[src/rtl/nibble_serial_adder_pkg.sv]
// Shared definitions for the nibble-serial adder: FSM encoding and cell width.
// The state values are fixed so the bench and any debug tooling can decode them.
package nibble_serial_adder_pkg;

   localparam int NIBBLE_W = 4;

   localparam logic [1:0] ST_IDLE = 2'd0;
   localparam logic [1:0] ST_RUN  = 2'd1;
   localparam logic [1:0] ST_DONE = 2'd2;

   typedef enum logic [1:0] {
      IDLE = ST_IDLE,
      RUN  = ST_RUN,
      DONE = ST_DONE
   } state_t;

endpackage

[src/rtl/nibble_serial_adder_rca.sv]
// Team 4-bit ripple-carry adder cell, reused here as the serial datapath slice.
module Ripple_Carry_Adder_4bit (
   input  logic [3:0] a,
   input  logic [3:0] b,
   input  logic       cin,
   output logic [3:0] s,
   output logic       cout
);

   logic [4:0] carry;

   // Plain full-adder chain, bit 0 first
   always_comb begin
      carry    = '0;
      s        = '0;
      carry[0] = cin;
      for (int i = 0; i < 4; i++) begin
         s[i]         = a[i] ^ b[i] ^ carry[i];
         carry[i + 1] = (a[i] & b[i]) | (carry[i] & (a[i] ^ b[i]));
      end
   end

   assign cout = carry[4];

endmodule

[src/rtl/nibble_serial_adder.sv]
// N x 4-bit adder that reuses one ripple-carry cell per cycle, LSB nibble first,
// with a start/ready/done handshake and registered carry between nibbles.
module nibble_serial_adder
   import nibble_serial_adder_pkg::*;
#(
   parameter int N_NIBBLES = 4
) (
   input  logic                   clk,
   input  logic                   rst,
   input  logic                   start,
   input  logic [4*N_NIBBLES-1:0] a,
   input  logic [4*N_NIBBLES-1:0] b,
   input  logic                   cin,
   output logic                   ready,
   output logic                   busy,
   output logic                   done,
   output logic [4*N_NIBBLES-1:0] sum,
   output logic                   cout,
   output logic                   ovf
);

   localparam int W    = NIBBLE_W * N_NIBBLES;
   localparam int IDXW = $clog2(N_NIBBLES);
   localparam logic [IDXW-1:0] LAST_IDX = IDXW'(N_NIBBLES - 1);

   state_t          state;
   logic [W-1:0]    op_a;
   logic [W-1:0]    op_b;
   logic            carry_r;
   logic [IDXW-1:0] idx;

   logic [3:0]      cell_a;
   logic [3:0]      cell_b;
   logic [3:0]      cell_s;
   logic            cell_cout;

   assign cell_a = op_a[NIBBLE_W*idx +: NIBBLE_W];
   assign cell_b = op_b[NIBBLE_W*idx +: NIBBLE_W];

   Ripple_Carry_Adder_4bit u_cell (
      .a    (cell_a),
      .b    (cell_b),
      .cin  (carry_r),
      .s    (cell_s),
      .cout (cell_cout)
   );

   // Handshake flags are registered alongside the state so they change on the same edge
   always_ff @(posedge clk) begin
      if (rst) begin
         state   <= IDLE;
         op_a    <= '0;
         op_b    <= '0;
         carry_r <= 1'b0;
         idx     <= '0;
         sum     <= '0;
         cout    <= 1'b0;
         ovf     <= 1'b0;
         ready   <= 1'b1;
         busy    <= 1'b0;
         done    <= 1'b0;
      end else begin
         case (state)
            IDLE: begin
               if (start) begin
                  op_a    <= a;
                  op_b    <= b;
                  carry_r <= cin;
                  sum     <= '0;
                  idx     <= '0;
                  state   <= RUN;
                  ready   <= 1'b0;
                  busy    <= 1'b1;
               end
            end
            RUN: begin
               sum[NIBBLE_W*idx +: NIBBLE_W] <= cell_s;
               carry_r                       <= cell_cout;
               if (idx == LAST_IDX) begin
                  // Top nibble: the cell output is the final sum MSB and carry out
                  cout  <= cell_cout;
                  ovf   <= (op_a[W-1] == op_b[W-1]) && (cell_s[3] != op_a[W-1]);
                  state <= DONE;
                  busy  <= 1'b0;
                  done  <= 1'b1;
               end else begin
                  idx <= idx + 1'b1;
               end
            end
            DONE: begin
               state <= IDLE;
               done  <= 1'b0;
               ready <= 1'b1;
            end
            default: begin
               state <= IDLE;
               ready <= 1'b1;
               busy  <= 1'b0;
               done  <= 1'b0;
            end
         endcase
      end
   end

endmodule

[config.mk]
export PLATFORM = sky130hd
export DESIGN_NAME = nibble_serial_adder
export DESIGN_NICKNAME = d
export VERILOG_FILES = /design/src/rtl/nibble_serial_adder_pkg.sv /design/src/rtl/nibble_serial_adder_rca.sv /design/src/rtl/nibble_serial_adder.sv
export SDC_FILE = /design/constraint.sdc
export NUM_CORES = 1
export LEC_CHECK = 0
export CORE_MARGIN = 3
export CORE_UTILIZATION = 45
export DETAILED_ROUTE_END_ITERATION = 16
export PLACE_DENSITY = 0.76
export SYNTH_ARGS = -nofsm -noshare
export SYNTH_HDL_FRONTEND = slang
export SYNTH_SLANG_ARGS = --single-unit
[constraint.sdc]
create_clock -name clk -period 2.97 [get_ports clk]
set_input_delay 0.891 -clock clk [delete_from_list [all_inputs] [get_ports clk]]
set_output_delay 0.891 -clock clk [all_outputs]
set_load 0.005 [all_outputs]
### Word level (Yosys, flattened, before mapping)

Cells that the tools add are included.

| cells by class | value |
|---|---|
| bitwise logic cells | 23 |
| add/sub/neg operators | 2 |
| multiplexer cells | 18 |
| shifts and indexed selects | 4 |
| eq/ne operators | 8 |
| reductions and logical operators | 11 |

Operators with widths:

| kind | number |
|---|---|
| negator 4 -> 34 bit | 1 |
| variable shift 4 x 34 -> 16 bit, first input constant | 1 |
| variable part select 4 x 34 -> 16 bit | 1 |
| case mux 16 bit (2 select lines) | 1 |
| variable part select 16 x 5 -> 4 bit | 2 |
| bitwise mux 16 bit | 1 |
| 2-to-1 mux 16 bit | 1 |
| AND reduction 2 bit | 6 |
| bitwise AND 1 bit | 8 |
| 2-to-1 mux 2 bit | 4 |
| case mux 2 bit (2 select lines) | 2 |
| bitwise XOR 1 bit | 8 |
| inequality test 2 bit, second input constant | 3 |
| case mux 1 bit (2 select lines) | 3 |
| AND reduction 3 bit | 2 |
| 2-to-1 mux 1 bit | 5 |
| equality test 2 bit, second input constant | 2 |
| bitwise OR 1 bit | 4 |
| NOT 1 bit | 3 |
| case mux 1 bit (3 select lines) | 1 |
| adder 2 x 1 -> 2 bit, second input constant | 1 |
| equality test 2 x 1 -> 1 bit, second input constant | 1 |
| logical NOT 2 bit | 1 |
| nonzero test 2 bit | 1 |
| other kinds (3) | 3 |

| word-level totals | value |
|---|---|
| input port bits | 36 |
| word-level logic and storage cells | 77 |
| flip-flop bits (word level) | 58 |

### Longest topological paths before layout

| logic depth | value |
|---|---|
| word-level depth | 12 |
| gate-level depth with buffers | 12 |

### Modules after synthesis

A second synthesis with hierarchy kept.

| unflattened totals | value |
|---|---|
| cell total of the unflattened synthesis | 277 |
| area total of the unflattened synthesis | 2607.5 µm² |

Modules (own cells, without submodules):

| module | area each (µm²) | seq. area each (µm²) | cells each | times used |
|---|---|---|---|---|
| nibble_serial_adder | 2489.9 | 1161.1 | 263 | 1 |
| Ripple_Carry_Adder_4bit | 117.6 | 0.0 | 14 | 1 |

### Worst setup path before layout

Ideal clock, no wire load.

| timing path | value |
|---|---|
| path kind | register -> register |
| from | reg idx[1] |
| to | reg ovf |
| path buffers | 1 |
| clock period less this slack | 2.900 ns |
| library setup time | 0.095 ns |
| cell stages (with the launch flop) | 13 |
| setup slack | 0.070 ns |
| arrival time | 2.804 ns |
| cells stage by stage | dfxtp_1 clkbuf_1 mux4_2 inv_1 fa_1 inv_1 fa_1 inv_1 fa_1 inv_1 fa_1 nand3b_1 a221oi_1 |

| on the way | value |
|---|---|
| word-level cells in the longest chain between the ends | 11 |

RTL lines:

| element | RTL line | text |
|---|---|---|
| start: declaration | nibble_serial_adder.sv:30 | `logic [IDXW-1:0] idx;` |
| start signal: assignment | nibble_serial_adder.sv:87 | `idx <= idx + 1'b1;` |
| variable part select 16 x 5 -> 4 bit (on tied branches) | nibble_serial_adder.sv:37, nibble_serial_adder.sv:38 |  |
| bitwise XOR 1 bit | nibble_serial_adder_rca.sv:19 | `carry[i + 1] = (a[i] & b[i]) \| (carry[i] & (a[i] ^ b[i]));` |
| bitwise AND 1 bit | nibble_serial_adder_rca.sv:19 |  |
| bitwise OR 1 bit | nibble_serial_adder_rca.sv:19 |  |
| bitwise AND 1 bit | nibble_serial_adder_rca.sv:19 |  |
| bitwise OR 1 bit | nibble_serial_adder_rca.sv:19 |  |
| bitwise AND 1 bit | nibble_serial_adder_rca.sv:19 |  |
| bitwise OR 1 bit | nibble_serial_adder_rca.sv:19 |  |
| bitwise XOR 1 bit | nibble_serial_adder_rca.sv:18 | `s[i] = a[i] ^ b[i] ^ carry[i];` |
| inequality test 1 bit | nibble_serial_adder.sv:82 | `ovf <= (op_a[W-1] == op_b[W-1]) && (cell_s[3] != op_a[W-1]);` |
| logical AND 1 bit | nibble_serial_adder.sv:82 |  |
| end signal: assignment | nibble_serial_adder.sv:82 |  |
| end: declaration | nibble_serial_adder.sv:19 | `output logic ovf` |

Parallel ways exist; a longest one is shown, timed or not.
A chain may end at the register's enable or synchronous reset.

### Worst setup path after layout

| timing path | value |
|---|---|
| from | reg idx[0] |
| to | reg ovf |

Same word-level chain as after synthesis.

==> impl_metrics.json <==
{
  "nNetsFinal": 372,
  "vias": 2100,
  "yosys-top-cells-area": "dfxtp_1 (45%), nand2_1 (10%), a21oi_1 (7.2%)",
  "num_antenna_cells": 0,
  "ant_nets": 0,
  "cts_buffers": 9,
  "cts.sinks": 58,
  "yosysWarnings": 0,
  "die_y_um": 81.4,
  "synth-seq-area-share": 0.454,
  "start_util": 0.482,
  "irDropWorstVdd_v": 0.000267,
  "clockBufferDepth": 2,
  "seqPwrFrac": 0.463,
  "critPathArrivalTime_ns": 3.07,
  "rows": 26,
  "synth_flop_cell": "dfxtp_1",
  "place_ws_ns": -0.0360,
  "syn_area_um2": 2560,
  "grt_usage": 0.186,
  "p_sw_frac": 0.237,
  "portBuffers": 56,
  "die_area_um2": 6620,
  "synthArstFlopShare": 0,
  "p_switching_w": 0.000430,
  "synth_common_cells": "nand2_1 (69), dfxtp_1 (58), a21oi_1 (37)",
  "drc": 0,
  "grt_remaining_overflow": 0,
  "path_class": "register to register",
  "ys_ff_latch": 58,
  "p_leak_nw": 1.25,
  "htree_levels": 3,
  "syn_inst": 271,
  "drive_gt1_frac": 0.136,
  "slew_headroom": 0.571,
  "max_freq_ghz": 0.354,
  "intPower_w": 0.00139,
  "grt_setup_unrepaired": "no",
  "route.detailed.wl_per_inst_um": 13.9,
  "run_status": "complete, no violations",
  "drt-pass1-iter-count": 4,
  "hold_class": "register to register",
  "period_needed_ns": 2.82,
  "ctsRootBufferMaster": "clkbuf_8",
  "grt_pass1_vias": 1943,
  "synth_most_common_cell": "nand2_1",
  "grt_first_pass_wirelength_um": 9180,
  "core-area_um2": 5300,
  "endpoint_kind": "register",
  "worstPathRequired_ns": 3.22,
  "finalWorstSetupSlack_ns": 0.149,
  "synth_top_area_frac": 0.454,
  "period_share": 0.950,
  "antenna_found_initial": 0,
  "p_clk_frac": 0.410,
  "cts_tree": "yes",
  "gp_congestion": 0.787,
  "setup.worst_path.start": "idx[0]",
  "grt_start_max_net_pins": 35,
  "finalHoldViolations": 0,
  "synth_area_per_cell_um2": 9.43,
  "synth_cell_types": 36,
  "utilization": 0.632,
  "io_pins": 57,
  "yosysTopAreaCell": "dfxtp_1",
  "worst_slew_pin_slew_ns": 0.643,
  "final-max-slew-violation-count": 0,
  "synth_edf_count": 0,
  "crit_path_max_fanout": 5,
  "pwr-share-comb": 0.127,
  "clock_skew_ns": 0.00570,
  "drtIter0Drc": 190,
  "start_kind": "register",
  "post-dp-hpwl_um": 4080,
  "vias_per_cell": 5.22,
  "synthToLayoutAreaGrowth_pct": 31.2,
  "clkLatencyLatePin_ns": 0.33,
  "wl_um": 5600,
  "path_clk_slew_ns": 0.06,
  "syn-num-nets": 315,
  "min_from": "op_a[10]",
  "pwr_density_cell_nw_per_um2": 542,
  "max_cap_violations": 0,
  "finalSetupViolCount": 0,
  "die_w_um": 81.4,
  "reg2reg_from": "idx[0]"
}
-- timing repair --
item,4_1_cts,5_1_grt
pin swaps,0,1
resized for setup,1,4
setup endpoints to repair,1,4
hold buffers,0,0
setup buffers,0,0
-- layout by cell type (no fill, tap or decap), types with 3 or more instances in the layout --
| cell | netlist | final |
|---|---|---|
| a22o_1 | 14 | 14 |
| nand2_1 | 69 | 69 |
| a21oi_2 | 4 | 4 |
| buf_4 | 6 | 8 |
| a21oi_1 | 37 | 37 |
| nand2b_1 | 4 | 4 |
| fa_1 | 4 | 3 |
| nand3_1 | 4 | 4 |
| nor2_1 | 8 | 8 |
| mux2_2 | 4 | 4 |
| mux4_2 | 8 | 8 |
| clkbuf_8 | 0 | 12 |
| dfxtp_1 | 58 | 56 |
| inv_1 | 12 | 12 |
| ha_1 | 4 | 4 |
| clkdlybuf4s50_1 | 0 | 55 |
-- area by class of cell --
cell class,instances,area [um^2]
inverters,12,45.0
fillers,451,1950
flip-flops and latches,58,1170
well taps,70,87.6
repair buffers,64,616
clock buffers,13,169
multi-input cells,183,1230
clock inverters,2,35.0
-- routing by layer --
| layer | vias to the layer above | track usage | routed length [um] |
|---|---|---|---|
| met4 | 0 | 0.117 | 141 |
| met1 | 973 | 0.233 | 2490 |
| met3 | 12 | 0.0377 | 316 |
| met5 | - | 0 | 0 |
| li1 | 1043 | - | - |
| met2 | 72 | 0.292 | 2640 |
-- stage by stage --
stage | std cells | area, um^2 | TNS (ns) | power, W | hold WS [ns]
6_report | 402 | 3350 | 0 | 0.00182 | 0.458
5_1_grt | 402 | 3350 | 0 | 0.00189 | 0.476
4_1_cts | 402 | 3340 | 0 | 0.00183 | 0.457
3_5_place_dp | 387 | 3140 | -0.0360 | 0.00109 | 0.447
3_3_place_gp | 387 | 3140 | 0 | 0.00108 | 0.445
2_1_floorplan | 271 | 2560 | 0 | 0.00100 | 0.433
-- final timing paths --
| kind | cells after the start | to | slack [ns] |
|---|---|---|---|
| worst max register to register | 11 | ovf | 0.15 |
| worst max-delay path | 11 | ovf | 0.15 |
| worst min register to register | 2 | op_a[10] | 0.46 |
| worst min-delay path | 2 | op_a[10] | 0.46 |
-- registers in the layout (all words and copies together) (netlist names) --
name / flops
done: 1
op_b: 16
busy: 1
cout: 1
idx: 2
carry_r: 1
ovf: 1
sum: 16
op_a: 16
ready: 1
state: 2
-- critical path: stages (launching register included) --
cell and delay (ns):
dfxtp_4 0.36, mux4_2 0.33, inv_1 0.05, fa_1 0.39, inv_1 0.08, fa_1 0.16, inv_1 0.05, fa_1 0.35
inv_1 0.08, fa_2 0.47, nand3b_1 0.19, a221oi_2 0.24
-- power by group through the flow --
| stage | registers (W) | logic [W] | clock network [W] |
|---|---|---|---|
| final | 0.000841 | 0.000232 | 0.000744 |
| after global routing | 0.000845 | 0.000258 | 0.000793 |
| after CTS | 0.000841 | 0.000232 | 0.000757 |
| after detailed placement | 0.000857 | 0.000231 | 0 |
| after global placement | 0.000857 | 0.000225 | 0 |
| after floorplan | 0.000844 | 0.000157 | 0 |
-- cell families after synthesis --
kind of cell             count (synthesis)  synth area share
multiplexers                            13            0.0920
flip-flops                              58             0.454
AO/OA/AOI/OAI                           65             0.165
AND/OR/NAND/NOR                         97             0.169
adder cells (fa/ha/maj)                  8            0.0509
buffers and inverters                   30            0.0685
Power figures use the tool's default switching activity.
